### src/rtl/spw_tx_scheduler.sv
`default_nettype none
// ============================================================================
// Module   : spw_tx_scheduler
// Purpose  : SpaceWire transmit-side token scheduler. Each token slot picks
//            the next token for the character encoder by priority
//            time-code > FCT > N-char (> NULL when NULL fill is built in).
//            Owns the TX credit counter (received FCT adds CREDIT_STEP,
//            transmitted N-char subtracts one) and acknowledges the RX-side
//            FCT request with a single-cycle pulse.
// Ports    : CLOCK, RESET          - clock, synchronous active-high reset
//            enableTx              - link transmit enable (low = idle+clear)
//            gotFct                - FCT received from far end (pulse)
//            sendFctReq/Ack        - FCT transmit request (level) / ack pulse
//            tickIn, timeIn        - time-code request and value
//            txFifoEmpty/Data/Read - show-ahead TX FIFO interface
//            encReady/Valid/Type/Data - encoder token handshake
//            creditTx, txCreditErr - TX credit and sticky overflow error
// Config   : `define SPW_TX_NULL_FILL_EN to emit NULL tokens when nothing
//            else is eligible; undefined, encValid stays low when idle.
// Revision : 1.0 - initial release
// ============================================================================
module spw_tx_scheduler #(
    parameter int CREDIT_MAX  = 56,
    parameter int CREDIT_STEP = 8
) (
    input  logic       CLOCK,
    input  logic       RESET,
    input  logic       enableTx,
    input  logic       gotFct,
    input  logic       sendFctReq,
    output logic       sendFctAck,
    input  logic       tickIn,
    input  logic [7:0] timeIn,
    input  logic       txFifoEmpty,
    input  logic [8:0] txFifoData,
    output logic       txFifoRead,
    input  logic       encReady,
    output logic       encValid,
    output logic [1:0] encType,
    output logic [8:0] encData,
    output logic [5:0] creditTx,
    output logic       txCreditErr
);

    typedef enum logic [1:0] {
        ST_OFF    = 2'd0,
        ST_SELECT = 2'd1,
        ST_HOLD   = 2'd2
    } state_t;

    localparam logic [1:0] c_TYPE_NULL  = 2'd0;
    localparam logic [1:0] c_TYPE_FCT   = 2'd1;
    localparam logic [1:0] c_TYPE_NCHAR = 2'd2;
    localparam logic [1:0] c_TYPE_TIME  = 2'd3;

    state_t      r_state;
    logic        r_enc_valid;
    logic [1:0]  r_enc_type;
    logic [8:0]  r_enc_data;
    logic [5:0]  r_credit;
    logic        r_credit_err;
    logic        r_tick_pend;
    logic [7:0]  r_tick_val;

    logic        w_active;
    logic        w_xfer;
    logic        w_xfer_fct;
    logic        w_xfer_nchar;
    logic        w_xfer_time;
    logic [6:0]  w_credit_add;
    logic [6:0]  w_credit_sum;
    logic        w_overflow;
    logic        w_sel_valid;
    logic [1:0]  w_sel_type;
    logic [8:0]  w_sel_data;

    // Side effects are combinational so they coincide with the accepting
    // cycle; this matters for the show-ahead FIFO, whose head must advance
    // before the next selection looks at it. Gating with reset/enable keeps
    // an aborted token from popping the FIFO or acking the FCT request.
    assign w_active     = enableTx & ~RESET;
    assign w_xfer       = w_active & r_enc_valid & encReady;
    assign w_xfer_fct   = w_xfer & (r_enc_type == c_TYPE_FCT);
    assign w_xfer_nchar = w_xfer & (r_enc_type == c_TYPE_NCHAR);
    assign w_xfer_time  = w_xfer & (r_enc_type == c_TYPE_TIME);

    // Credit update in 7 bits so an overflow past CREDIT_MAX is visible
    // before truncation. The N-char decrement never underflows because an
    // N-char is only selectable with non-zero credit.
    assign w_credit_add = gotFct ? 7'(CREDIT_STEP) : 7'd0;
    assign w_credit_sum = {1'b0, r_credit} + w_credit_add - {6'd0, w_xfer_nchar};
    assign w_overflow   = gotFct & (w_credit_sum > 7'(CREDIT_MAX));

    // Token priority selection, used only in ST_SELECT.
    always_comb begin
        w_sel_valid = 1'b0;
        w_sel_type  = c_TYPE_NULL;
        w_sel_data  = 9'd0;
        if (r_tick_pend) begin
            w_sel_valid = 1'b1;
            w_sel_type  = c_TYPE_TIME;
            w_sel_data  = {1'b0, r_tick_val};
        end else if (sendFctReq) begin
            w_sel_valid = 1'b1;
            w_sel_type  = c_TYPE_FCT;
        end else if (!txFifoEmpty && (r_credit != 6'd0)) begin
            w_sel_valid = 1'b1;
            w_sel_type  = c_TYPE_NCHAR;
            w_sel_data  = txFifoData;
        end else begin
`ifdef SPW_TX_NULL_FILL_EN
            w_sel_valid = 1'b1;
`else
            w_sel_valid = 1'b0;
`endif
        end
    end

    always_ff @(posedge CLOCK) begin
        if (RESET || !enableTx) begin
            r_state      <= ST_OFF;
            r_enc_valid  <= 1'b0;
            r_enc_type   <= c_TYPE_NULL;
            r_enc_data   <= 9'd0;
            r_credit     <= 6'd0;
            r_credit_err <= 1'b0;
            r_tick_pend  <= 1'b0;
            r_tick_val   <= 8'd0;
        end else begin
            // Overflowing FCT leaves the credit untouched and latches the error.
            if (w_overflow) begin
                r_credit_err <= 1'b1;
            end else begin
                r_credit <= w_credit_sum[5:0];
            end

            // A new tick wins over the clear so a tick arriving in the
            // transfer cycle of the previous code is not lost.
            if (tickIn) begin
                r_tick_pend <= 1'b1;
                r_tick_val  <= timeIn;
            end else if (w_xfer_time) begin
                r_tick_pend <= 1'b0;
            end

            case (r_state)
                ST_OFF: begin
                    r_state <= ST_SELECT;
                end
                ST_SELECT: begin
                    if (w_sel_valid) begin
                        r_enc_valid <= 1'b1;
                        r_enc_type  <= w_sel_type;
                        r_enc_data  <= w_sel_data;
                        r_state     <= ST_HOLD;
                    end
                end
                ST_HOLD: begin
                    if (w_xfer) begin
                        r_enc_valid <= 1'b0;
                        r_enc_type  <= c_TYPE_NULL;
                        r_enc_data  <= 9'd0;
                        r_state     <= ST_SELECT;
                    end
                end
                default: begin
                    r_state <= ST_OFF;
                end
            endcase
        end
    end

    assign sendFctAck  = w_xfer_fct;
    assign txFifoRead  = w_xfer_nchar;
    assign encValid    = r_enc_valid;
    assign encType     = r_enc_type;
    assign encData     = r_enc_data;
    assign creditTx    = r_credit;
    assign txCreditErr = r_credit_err;

endmodule
`default_nettype wire

### config.mk
export PLATFORM = sky130hd
export DESIGN_NAME = spw_tx_scheduler
export DESIGN_NICKNAME = d
export VERILOG_FILES = /design/src/rtl/spw_tx_scheduler.sv
export SDC_FILE = /design/constraint.sdc
export NUM_CORES = 1
export LEC_CHECK = 0
export ABC_AREA = 1
export CORE_ASPECT_RATIO = 1.1
export CORE_MARGIN = 10
export CORE_UTILIZATION = 47
export CTS_CLUSTER_DIAMETER = 150
export DETAILED_ROUTE_END_ITERATION = 16
export HOLD_SLACK_MARGIN = 0.15
export PLACE_DENSITY = 0.84
export SLEW_MARGIN = 20
export SYNTH_ARGS = -nofsm -noshare
export SYNTH_HDL_FRONTEND = slang
export SYNTH_SLANG_ARGS = --single-unit
### constraint.sdc
create_clock -name CLOCK -period 2.9 [get_ports CLOCK]
set_input_delay 0.58 -clock CLOCK [delete_from_list [all_inputs] [get_ports CLOCK]]
set_output_delay 0.58 -clock CLOCK [all_outputs]
set_load 0.005 [all_outputs]
; Yosys cells after proc, flatten, opt, wreduce, memory -nomap -nowiden
; Index checks and enable logic that the tools add are counted.
[totals]
reg_bits = 30
input_bits = 25
out_inout_bits = 21
word_cells = 60
[classes]
add_sub_neg = 2
order_cmp = 1
eq_ne = 7
muxes = 24
n_bitwise = 8
reduce_logical = 10
[op_table]
columns = op, count
row1 = two-way mux 9 bit, 5
row2 = case mux 9 bit (2 select lines), 1
row3 = two-way mux 2 bit, 7
row4 = adder 6 x 4 -> 7 bit, 1
row5 = AND 1 bit, 7
row6 = "greater-than comparator 7 x 6 -> 1 bit, second input constant", 1
row7 = two-way mux 1 bit, 7
row8 = subtractor 7 x 1 -> 7 bit, 1
row9 = "== test 2 bit, second input constant", 3
row10 = case mux 2 bit (3 select lines), 1
row11 = nonzero test 6 bit, 1
row12 = "== test 2 x 1 -> 1 bit, second input constant", 2
row13 = two-way mux 4 bit, 1
row14 = "!= test 2 bit, second input constant", 2
row15 = case mux 2 bit (2 select lines), 1
row16 = nonzero test 2 bit, 2
row17 = AND reduction 3 bit, 1
row18 = zero test 1 bit, 2
row19 = zero test 2 bit, 1
row20 = case mux 1 bit (2 select lines), 1
row21 = AND reduction 2 bit, 1
row22 = logical AND 1 bit, 1
row23 = logical OR 1 bit, 1
row24 = NOT 1 bit, 1

; Depth between registers and ports, before layout
[depth]
word_depth = 8
mapped_depth = 17
depth_no_buf = 17

; Worst setup path after synthesis
; OpenSTA, ideal clock, no wires.
[synth_timing]
path_kind = input -> register
start = in enableTx
end = reg r_credit[4] (netlist: creditTx[4])
setup_time_ns = 0.112
t_arrival_ns = 2.495
t_required_ns = 2.788
slack_ns = 0.293
stages = 16
n_path_buf = 0
path_cell_list = inv_1 > nor2_1 > nand3_1 > nor2_1 > ha_1 > inv_1 > ha_1 > fa_1 > nand3_1 > nand4_1 > nand2_1 > nand3_1 > nand2_2 > nand2_2 > nor2_1 > nor2_1
[synth_via]
elab_chain_cells = 7
word_cells_on_any_way = 9
cone_classes = 1 x add/sub / 1 x order compare / 5 x bitwise / 2 x reduce/logical
[synth_rtl]
columns = item, line_no
row1 = "start, declared", 28  ; input logic enableTx,
row2 = AND 1 bit (*), 81  ; assign w_active = enableTx & ~RESET;
row3 = AND 1 bit (*) (2 in series), 82  ; assign w_xfer = w_active & r_enc_valid & encReady;
row4 = AND 1 bit (*), 84  ; assign w_xfer_nchar = w_xfer & (r_enc_type == c_TYPE_NCHAR);
row5 = named net txFifoRead, 36  ; output logic txFifoRead,
row6 = subtractor 7 x 1 -> 7 bit (*), 91  ; assign w_credit_sum = {1'b0, r_credit} + w_credit_add - {6'd0, w_xfer_nchar};
row7 = greater-than comparator 7 x 6 -> 1 bit, 92  ; assign w_overflow = gotFct & (w_credit_sum > 7'(CREDIT_MAX));
row8 = AND 1 bit, 92
row9 = "end signal, assigned", 134  ; r_credit <= w_credit_sum[5:0];
row10 = "end, declared", 60  ; logic [5:0] r_credit;
; The timed path passes the listed nets; every way through them passes the cells marked *.
; A chain may end at the register's enable or synchronous reset.

; Worst setup path in the final report
[layout_timing]
start = in enableTx
end = reg r_credit[2] (netlist: creditTx[2])
[layout_via]
elab_chain_cells = 7
word_cells_on_any_way = 9
cone_classes = 1 x add/sub / 1 x order compare / 5 x bitwise / 2 x reduce/logical
[layout_rtl]
columns = item, line_no
row1 = AND 1 bit, 81
row2 = AND 1 bit (2 in series), 82
row3 = AND 1 bit, 84
row4 = subtractor 7 x 1 -> 7 bit, 91
row5 = greater-than comparator 7 x 6 -> 1 bit, 92
row6 = AND 1 bit, 92
; Parallel ways exist; a longest one is shown, timed or not.

==> results.cfg <==
[sta]
hold_viol = 0
slew_headroom_pct = 58.6
post-route-period-util_pct = 95.5
hold_slack_ns = 0.460
finalSetupViolations = 0
finalCriticalPeriod_ns = 2.77
max_freq_mhz = 361
final_max_slew_viol_count = 0
setup_ws_ns = 0.131
clock_skew_ns = 0.00687
tightestPinTransition_ns = 0.621
tns_ns = 0

[critical_path]
cp.required_ns = 3.14
critPathMaxFanout = 4
r2r-end = creditTx[2]$_SDFFE_PP0N_
worst_path_max_delay_cell = clkdlybuf4s50_1
rrSetupSlack_ns = 0.60
reg2regPathDepth = 14
crit_buf_inv = 3
slowest_delay_ns = 0.46
crit_arrival_ns = 3.01
criticalPathCategory = input pin to flip-flop
worst_path_most_repeated_cell = nand3_1
timing.rr.start = encValid$_SDFFE_PP0P_
crit_family = simple AND/OR/NAND/NOR gates
start_kind = input pin
end_kind = flip-flop
crit_path_cell_trace = clkdlybuf4s50_1 > inv_1 > nor2_1 > nand3_1 > nor2_2 > ha_1 > inv_1 > ha_1 > fa_2 > nand3_1 > nand3_1 > nand2_1 > nand2_1 > nand3_2 > nand2_2 > a21oi_1 > nor2_1

[clock_network]
root_buffer = clkbuf_4
htreeDepth = 2
clock_path_buffers = 2
cts_hold_buf = 0
cts_tree = yes
clk_pin_slew_ns = 0.10
numCtsBuffers = 5
postCtsSetupRepairBufs = 0
clock-sinks = 30
cts_resized = 0
worst_skew_pair.late_latency_ns = 0.34

[layout]
nets = 309
drive_gt1_share_pct = 11.2
design_area_mm2 = 0.00215
finish.utilization_pct = 68.9
multiInputGateArea_um2 = 835
syn_to_final_growth_pct = 37.1
layoutNonFillerInstCount = 310
diodes = 0
fillers = 285
seqCellArea_um2 = 601

[floorplanning]
die-height_um = 80.6
core_area_mm2 = 0.00313
initial_core_util_pct = 50.2
boundaryPins = 46
die_w_um = 75.1
dieArea_mm2 = 0.00606
std_cell_rows = 21

[synth]
synth_fp_nets = 257
ys_warn_count = 0
synth_common_cells = nand2_1 (54), dfxtp_1 (30), inv_1 (30)
postSynth.asyncResetShare_pct = 0
synth_ff_type = dfxtp_1
syn_avg_cell_area_um2 = 7.04
synth_edf_count = 0
yosysMostFrequentCell = nand2_1
synth_cells = 223
synth_area_mm2 = 0.00157
synth_seq_area_share_pct = 38.2
synth_top_cell_area_share_pct = 38.2
synth.area.top_cells = dfxtp_1 (38%), nand2_1 (13%), inv_1 (7.2%), nand3_1 (7.0%), ha_1 (6.4%)
synthDistinctLibCells = 24
ys_ff_latch = 30
synth_top_cell_by_area = dfxtp_1

[placement]
dp_hpwl_um = 3240
dp_cells = 301
place_area_mm2 = 0.00207
port_buffers = 45
place.gp.congestion = 0.849
post-place-ws_ns = -0.262

[global_routing]
grtUsageTotal_pct = 13.9
grt_pass1_vias = 1575
grt_pass1_wl_um = 6670
grt_max_degree = 21
antenna_found_initial = 0
grt-ovfl-total = 0

[routing]
ant_nets = 0
wire_per_inst_um = 12.9
dr.pass1.iters = 4
drt_wl_total_um = 4010
initialDrtViolationCount = 67
viasPerCell = 5.15
vias = 1598
drc = 0

[min_path]
hp-start = r_tick_val[2]$_SDFFE_PP0P_
hold_class = flip-flop to flip-flop
whs_path_depth = 2
hold_end = r_tick_val[2]$_SDFFE_PP0P_

[power_and_ir_drop]
worst_ir_drop_vdd_uv = 340
power_density_mw_per_mm2 = 839
finalPower_mw = 1.81
leakage_nw = 0.900

[job]
maxCapViolations = 0

[status]
status = complete, no violations
[worst min-delay path, stage by stage, from the launching register on]
cell and delay, ns:
dfxtp_1 0.31, inv_1 0.06, a21oi_1 0.06
[registers in the layout, summed over array words and instances, names as in the netlist]
name	count
r_state	2
r_tick_pend	1
creditTx	6
encType	2
encValid	1
encData	9
txCreditErr	1
r_tick_val	8
[cell families (layout without fill, tap and decap cells)]
family,count (synthesis),in the layout,share of synthesized area (%)
AND/OR/NAND/NOR,104,105,29.2
AO/OA/AOI/OAI,40,40,14.3
buffers and inverters,39,91,9.96
flip-flops,30,30,38.2
adder cells (fa/ha/maj),9,9,7.65
XOR/XNOR,1,1,0.558
[final cells by class]
type	count	share of cell area, %
flip-flops and latches	30	27.9
multi-input cells	155	38.8
repair buffers	50	22.7
clock buffers	6	2.38
inverters	33	5.75
clock inverters	2	0.581
well taps	34	1.98
[per-layer routing]
layer	share of wire, %	up-vias	track usage, %
li1	-	822	-
met1	41	706	14.5
met5	0	-	0
met3	8.6	8	6.27
met2	49	62	23.6
met4	1.5	0	5.87
[power by group]
group	leakage, nW	total, mW	switching [mW]	internal, mW
registers	0.244	0.504	0.0430	0.461
clock network	0.0343	0.270	0.153	0.116
logic	0.622	1.03	0.612	0.421
[cells in the final DEF, fill, tap and decap left out, types with 2 or more instances in the layout]
cell and instances:
a21oi_1 19, a21oi_2 3, a22o_1 3, buf_4 5, clkbuf_4 5, clkdlybuf4s50_1 45
dfxtp_1 30, ha_1 8, inv_1 30, inv_2 2, nand2_1 54, nand2_2 5
nand3_1 21, nand3_2 2, nand4_1 3, nor2_1 13, nor2_2 3, nor3_1 2
o21ai_0 14
[how the worst max path moves through the flow]
stage / slack, ns / cells after the start / from / endpoint
global placement: -0.21 / 17 / enableTx / creditTx[5]$_SDFFE_PP0N_
finish: 0.13 / 17 / enableTx / creditTx[2]$_SDFFE_PP0N_
detailed placement: -0.26 / 17 / enableTx / creditTx[5]$_SDFFE_PP0N_
global route: -0.02 / 16 / enableTx / creditTx[4]$_SDFFE_PP0N_
floorplan: 0.29 / 16 / enableTx / creditTx[4]$_SDFFE_PP0N_
CTS: 0.1 / 17 / enableTx / creditTx[5]$_SDFFE_PP0N_
No activity file was read; power rests on OpenSTA's default activity.
